`src/rtl/bank_sched_pkg.sv`:
```
// bank_sched_pkg: shared types for the bank scheduler.
// Shadow sense-cycle state encoding and requester port ids.
package bank_sched_pkg;

  typedef enum logic [3:0] {
    SH_PRE = 4'b0001,
    SH_WR  = 4'b0010,
    SH_S1  = 4'b0100,
    SH_S2  = 4'b1000
  } shadow_e;

  localparam logic HOST = 1'b0;
  localparam logic COMP = 1'b1;

  localparam int CNT_W = 4;

endpackage

```
`src/rtl/bank_sched_track.sv`:
```
// bank_track: per-bank shadow of the controller sequence plus the
// w_en/row registers. Ports: rd_acc/wr_acc/acc_port/acc_row in; w_en, row, rd_elig, wr_elig, rd_fire, rd_owner out.
module bank_track
  import bank_sched_pkg::*;
#(
  parameter int ROW_W     = 6,
  parameter int WR_CYCLES = 2
) (
  input  logic             clk,
  input  logic             rst_n,
  input  logic             rd_acc,
  input  logic             wr_acc,
  input  logic             acc_port,
  input  logic [ROW_W-1:0] acc_row,
  output logic             w_en,
  output logic [ROW_W-1:0] row,
  output logic             rd_elig,
  output logic             wr_elig,
  output logic             rd_fire,
  output logic             rd_owner
);

  // cnt==0 marks the last w_en cycle, so a
  // follow-on write can keep w_en continuous.
  localparam logic [CNT_W-1:0] CNT_LOAD =
    CNT_W'(WR_CYCLES - 1);

  shadow_e          st, st_nx;
  logic [CNT_W-1:0] cnt;
  logic             pend;

  always_comb begin
    st_nx = st;
    unique case (st)
      SH_PRE:  st_nx = w_en ? SH_WR : SH_S1;
      SH_WR:   st_nx = w_en ? SH_WR : SH_PRE;
      SH_S1:   st_nx = SH_S2;
      SH_S2:   st_nx = w_en ? SH_WR : SH_PRE;
      default: st_nx = SH_PRE;
    endcase
  end

  assign wr_elig = (cnt == '0) & ~pend;
  assign rd_elig = (st == SH_PRE) & ~w_en & wr_elig;
  assign rd_fire = (st == SH_S2) & pend;

  always_ff @(posedge clk or negedge rst_n) begin
    if (!rst_n) begin
      st       <= SH_PRE;
      cnt      <= '0;
      pend     <= 1'b0;
      rd_owner <= HOST;
      w_en     <= 1'b0;
      row      <= '0;
    end else begin
      st <= st_nx;
      if (wr_acc) begin
        w_en <= 1'b1;
        cnt  <= CNT_LOAD;
      end else begin
        w_en <= (cnt != '0);
        if (cnt != '0) cnt <= cnt - 1'b1;
      end
      if (rd_acc | wr_acc) row <= acc_row;
      if (rd_acc) begin
        pend     <= 1'b1;
        rd_owner <= acc_port;
      end else if (rd_fire) begin
        pend <= 1'b0;
      end
    end
  end

endmodule

```
`src/rtl/bank_sched.sv`:
```
// bank_sched: arbitrates host/compute requests onto banks, drives w_en/row, flags rd_valid/rd_bank.
// Option BANK_SCHED_HOST_PRIO_EN: host wins same-bank ties.
module bank_sched
  import bank_sched_pkg::*;
#(
  parameter int NUM_BANKS = 4,
  parameter int ROW_W     = 6,
  parameter int WR_CYCLES = 2
) (
  input  logic                              clk,
  input  logic                              rst_n,
  input  logic [1:0]                        req_valid,
  output logic [1:0]                        req_ready,
  input  logic [1:0]                        req_we,
  input  logic [2*$clog2(NUM_BANKS)-1:0]    req_bank,
  input  logic [2*ROW_W-1:0]                req_row,
  output logic [NUM_BANKS-1:0]              bank_w_en,
  output logic [NUM_BANKS*ROW_W-1:0]        bank_row,
  output logic [1:0]                        rd_valid,
  output logic [2*$clog2(NUM_BANKS)-1:0]    rd_bank
);

  localparam int BW = $clog2(NUM_BANKS);

  logic [BW-1:0]        bank0, bank1;
  logic [ROW_W-1:0]     row0, row1;
  logic [NUM_BANKS-1:0] rd_elig, wr_elig;
  logic [NUM_BANKS-1:0] rd_fire, rd_owner;
  logic                 elig0, elig1, same;
  logic                 winner, xfer0, xfer1;

  assign bank0 = req_bank[BW-1:0];
  assign bank1 = req_bank[2*BW-1:BW];
  assign row0  = req_row[ROW_W-1:0];
  assign row1  = req_row[2*ROW_W-1:ROW_W];

  assign elig0 = req_we[0] ? wr_elig[bank0]
                           : rd_elig[bank0];
  assign elig1 = req_we[1] ? wr_elig[bank1]
                           : rd_elig[bank1];
  assign same  = (bank0 == bank1);

`ifdef BANK_SCHED_HOST_PRIO_EN
  assign winner = HOST;
`else
  logic ptr, contend;
  assign winner  = ptr;
  assign contend = same & (&req_valid)
                 & elig0 & elig1;

  // Hand the next tie to this tie's loser.
  always_ff @(posedge clk or negedge rst_n) begin
    if (!rst_n)       ptr <= HOST;
    else if (contend) ptr <= ~ptr;
  end
`endif

  // A port is held off only by a valid, eligible
  // rival on its bank that holds the tie.
  assign req_ready[0] = elig0 & ~(same
    & req_valid[1] & elig1 & (winner == COMP));
  assign req_ready[1] = elig1 & ~(same
    & req_valid[0] & elig0 & (winner == HOST));

  assign xfer0 = req_valid[0] & req_ready[0];
  assign xfer1 = req_valid[1] & req_ready[1];

  for (genvar b = 0; b < NUM_BANKS; b++) begin : g_bank
    logic hit0, hit1, rd_acc, wr_acc;
    assign hit0 = xfer0 & (bank0 == BW'(b));
    assign hit1 = xfer1 & (bank1 == BW'(b));
    assign rd_acc = (hit0 & ~req_we[0])
                  | (hit1 & ~req_we[1]);
    assign wr_acc = (hit0 & req_we[0])
                  | (hit1 & req_we[1]);

    bank_track #(
      .ROW_W     (ROW_W),
      .WR_CYCLES (WR_CYCLES)
    ) u_track (
      .clk      (clk),
      .rst_n    (rst_n),
      .rd_acc   (rd_acc),
      .wr_acc   (wr_acc),
      .acc_port (hit1 ? COMP : HOST),
      .acc_row  (hit1 ? row1 : row0),
      .w_en     (bank_w_en[b]),
      .row      (bank_row[b*ROW_W +: ROW_W]),
      .rd_elig  (rd_elig[b]),
      .wr_elig  (wr_elig[b]),
      .rd_fire  (rd_fire[b]),
      .rd_owner (rd_owner[b])
    );
  end

  // Fixed read latency means a port has at most
  // one bank firing for it in any cycle.
  always_comb begin
    rd_valid = '0;
    rd_bank  = '0;
    for (int b = 0; b < NUM_BANKS; b++) begin
      if (rd_fire[b]) begin
        rd_valid[rd_owner[b]] = 1'b1;
        if (rd_owner[b]) rd_bank[2*BW-1:BW] = BW'(b);
        else             rd_bank[BW-1:0]    = BW'(b);
      end
    end
  end

endmodule
```
`config.mk`:
```
export PLATFORM = sky130hd
export DESIGN_NAME = bank_sched
export DESIGN_NICKNAME = d
export VERILOG_FILES = /design/src/rtl/bank_sched_pkg.sv /design/src/rtl/bank_sched_track.sv /design/src/rtl/bank_sched.sv
export SDC_FILE = /design/constraint.sdc
export NUM_CORES = 1
export LEC_CHECK = 0
export ABC_AREA = 1
export ABC_CLOCK_PERIOD_IN_PS = 2800
export CORE_MARGIN = 10
export CORE_UTILIZATION = 55
export DETAILED_ROUTE_END_ITERATION = 10
export GPL_TIMING_DRIVEN = 1
export PLACE_DENSITY = 0.9
export SETUP_SLACK_MARGIN = 0.02
export SLEW_MARGIN = 20
export SYNTH_ARGS = -nofsm -noshare
export SYNTH_HDL_FRONTEND = slang
export SYNTH_SLANG_ARGS = --single-unit
```
`constraint.sdc`:
```
create_clock -name clk -period 2.8 [get_ports clk]
set_input_delay 0.84 -clock clk [delete_from_list [all_inputs] [get_ports clk]]
set_output_delay 0.84 -clock clk [all_outputs]
set_load 0.005 [all_outputs]
```
==> flow_summary.ini, run 1 <==
[yosys]
yosysSeqAreaShare_pct = 42.74
yosys_register_bits = 69
netlist.area_leader.share_pct = 40.15
syn-num-nets = 540
synth_warnings = 0
ys_async_sr_fraction_pct = 100.0
ys_top_cells_by_count = nand2_1 (134), inv_1 (79), dfrtp_1 (65)
syn_inst = 510
synth_top_cells_by_area = dfrtp_1 (40%), nand2_1 (12%), inv_1 (7.3%)
synth_cell_types = 39
yosysMostFrequentCell = nand2_1
netlist_area_um2 = 4051
synth-main-ff-cell = dfrtp_1
syn_avg_cell_area_um2 = 7.944
yosysTopAreaCell = dfrtp_1
synth_edf_count = 0

[critical_path]
start_kind = input pin
r2r_start = g_bank[2].u_track.cnt[0]
r2r_end = g_bank[1].u_track.row[2]
crit_type = input pin to primary output
cp-startpoint = req_bank[2]
cp_cell_sequence = clkdlybuf4s15_2, inv_2, nand2_2, nor2_1, nand2_1, nand2_1, inv_2, nand2_4, nor2_8, buf_4, nand3_2, inv_2, buf_6
ff2ff_setup_slack_ns = 0.24
critical-path-max-stage-delay_ns = 0.20
slowest_stage = clkdlybuf4s15_2
cp-end-kind = primary output
required_ns = 1.96
r2r_cells = 17
cp.arrival_ns = 2.01
cp_max_fo = 3
critPathMostFrequentCell = inv_2

[timing]
rsz0062_at_grt = true
fin_crit_ns = 2.850
finalWorstSetupSlack_ns = -0.05007
slew_headroom_pct = 69.09
finalCritPeriodShare_pct = 101.8
maxSlewViolCount = 0
hold_violations = 0
fmax_ghz = 0.3509
timing_worst_slew_pin_value_ns = 0.4636
final-setup-viol-count = 2
finClkSkew_ns = 0.01070

[floorplanning]
fp.dieW_um = 105.8
die-area_um2 = 11200
start_util_pct = 56.16
die_y_um = 105.8
pin_count = 58
num_rows = 31
coreArea_um2 = 7214

[power]
ir_worst_vdd_mv = 0.5115
power.leakage_nw = 2.931
p_per_area_nw_per_um2 = 793.3

[clocking]
root_buffer = clkbuf_8
clk_path_buf_depth = 2
holdBufCountCts = 0
cts_tree = yes
htree_levels = 3
worstSkewPairLatency_ns = 0.35
clock_sinks = 69
numCtsBuffers = 9
clkTransAtPathRegs_ns = 0.07

[final_layout]
n_fill_cell = 497
drive_above_1_share_pct = 29.97
area_growth_pct = 36.47
diodes = 0
fin_nets = 669
seq_area_um2 = 1732
multiInputGateArea_um2 = 2057
final_cell_area_um2 = 5529

[placement]
port_buffers = 57
place_congestion = 0.9135
pre_cts_ws_ns = -0.8338
postPlaceCellArea_um2 = 5049
dp_hpwl_um = 8609

[global_routing]
grt_pass1_vias = 4062
grt_first_pass_wirelength_um = 18310
grt_usage_pct = 19.93
grt_max_degree = 38
gr-total-overflow = 0
antenna_found_initial = 0

[worst_hold_path]
min_path_type = input pin to async pin

[detailed_routing]
via_per_inst = 5.287
wire_per_inst_um = 15.33
ant_nets = 0
routed_wl_um = 11390
dr.pass1.iters = 4
vias = 3928
drc = 0
drt_iter0_drc = 221

[outcome]
outcome = finished with violations
violations = setup timing

[job]
max_cap_violations = 0
worst max-delay path, delay by kind of cell:
| kind | cells | cell delay [ns] |
|---|---|---|
| buf+inv | 6 | 0.62 |
| simple gates | 7 | 0.54 |
worst max-delay path by stage:
stage | endpoint | slack (ns)
final | req_ready[1] | -0.05
after global routing | req_ready[1] | -0.16
after CTS | req_ready[1] | 0.007
after detailed placement | req_ready[1] | -0.83
after global placement | req_ready[1] | -0.74
after floorplan | req_ready[1] | 0.15
logic make-up after synthesis:
family	Yosys count	synth area share [%]
adders and majority gates	8	2.471
and+or+nand+nor	261	33.76
xor gates and xnor gates	8	1.730
buffers and inverters	102	10.50
AOI/OAI and AO/OA	62	8.802
DFF	69	42.74
registers in the layout, summed over array words and instances, names as in the netlist:
register and count:
g_bank.u_track.cnt 16, g_bank.u_track.rd_owner 4, g_bank.u_track.st 16, g_bank.u_track.w_en 4, ptr 1, g_bank.u_track.row 24
g_bank.u_track.pend 4
layout make-up:
cell class                 instances  area share [%]
timing repair buffer             126           19.69
multi-input combinational        339           37.20
clock buffer                      14           2.942
tap                               99           2.240
clock inverter                     2          0.1810
sequential                        69           31.32
inverter                          94           6.427
metrics by stage:
stage / utilization (%) / hold WS (ns) / setup TNS [ns] / cells / power [mW]
floorplan: - / 0.4306 / 0 / 510 / 2.668
global placement: 69.98 / 0.4450 / -5.324 / 707 / 3.252
detailed placement: 69.98 / 0.4605 / -9.269 / 707 / 3.392
CTS: 74.87 / 0.2823 / 0 / 737 / 4.279
global route: 76.64 / 0.2740 / -0.3109 / 743 / 4.685
finish: 76.64 / 0.2807 / -0.07069 / 743 / 4.386
cell usage in the layout, fill, tap and decap left out, types with 3 or more instances in the layout:
cell / count
nand2_2: 17
o21ai_1: 11
nor2_4: 12
clkbuf_8: 11
nand3_2: 6
nand3_4: 8
o21ai_0: 14
nand2_1: 126
o22ai_1: 4
nand2_4: 3
nand4_2: 4
xnor2_1: 6
buf_6: 3
inv_1: 70
a31oi_1: 4
clkbuf_1: 3
nor4_1: 4
clkdlybuf4s50_1: 42
ha_1: 5
dfstp_2: 4
nand3_1: 12
nor2_1: 32
buf_4: 66
o211ai_1: 4
dlygate4sd2_1: 5
nor2_2: 11
dfrtp_1: 65
buf_2: 4
nor3_1: 4
nand4_1: 16
inv_2: 23
a21oi_1: 16
power by group:
part	internal, mW	switching, mW
Combinational	0.937	1.02
Sequential	1.42	0.274
Clock	0.368	0.364
repair_timing:
action	CTS	global route
buffers inserted	14	6
resized for setup	66	20
pin swaps	16	15
setup endpoints to repair	10	3
routing by layer:
layer	vias to the layer above	track usage [%]	wire length, um
li1	1879	-	-
met1	1884	20.85	4445
met2	128	35.29	5784
met3	37	6.212	731
met4	0	9.961	426
met5	-	0	0
No activity file was read; power rests on OpenSTA's default activity.
==> run 2: changes to the inputs <==
CTS_CLUSTER_SIZE = 25   (was default)
==> results of run 2 <==
No change in the layout: final DEF, timing and power equal those of run 1.
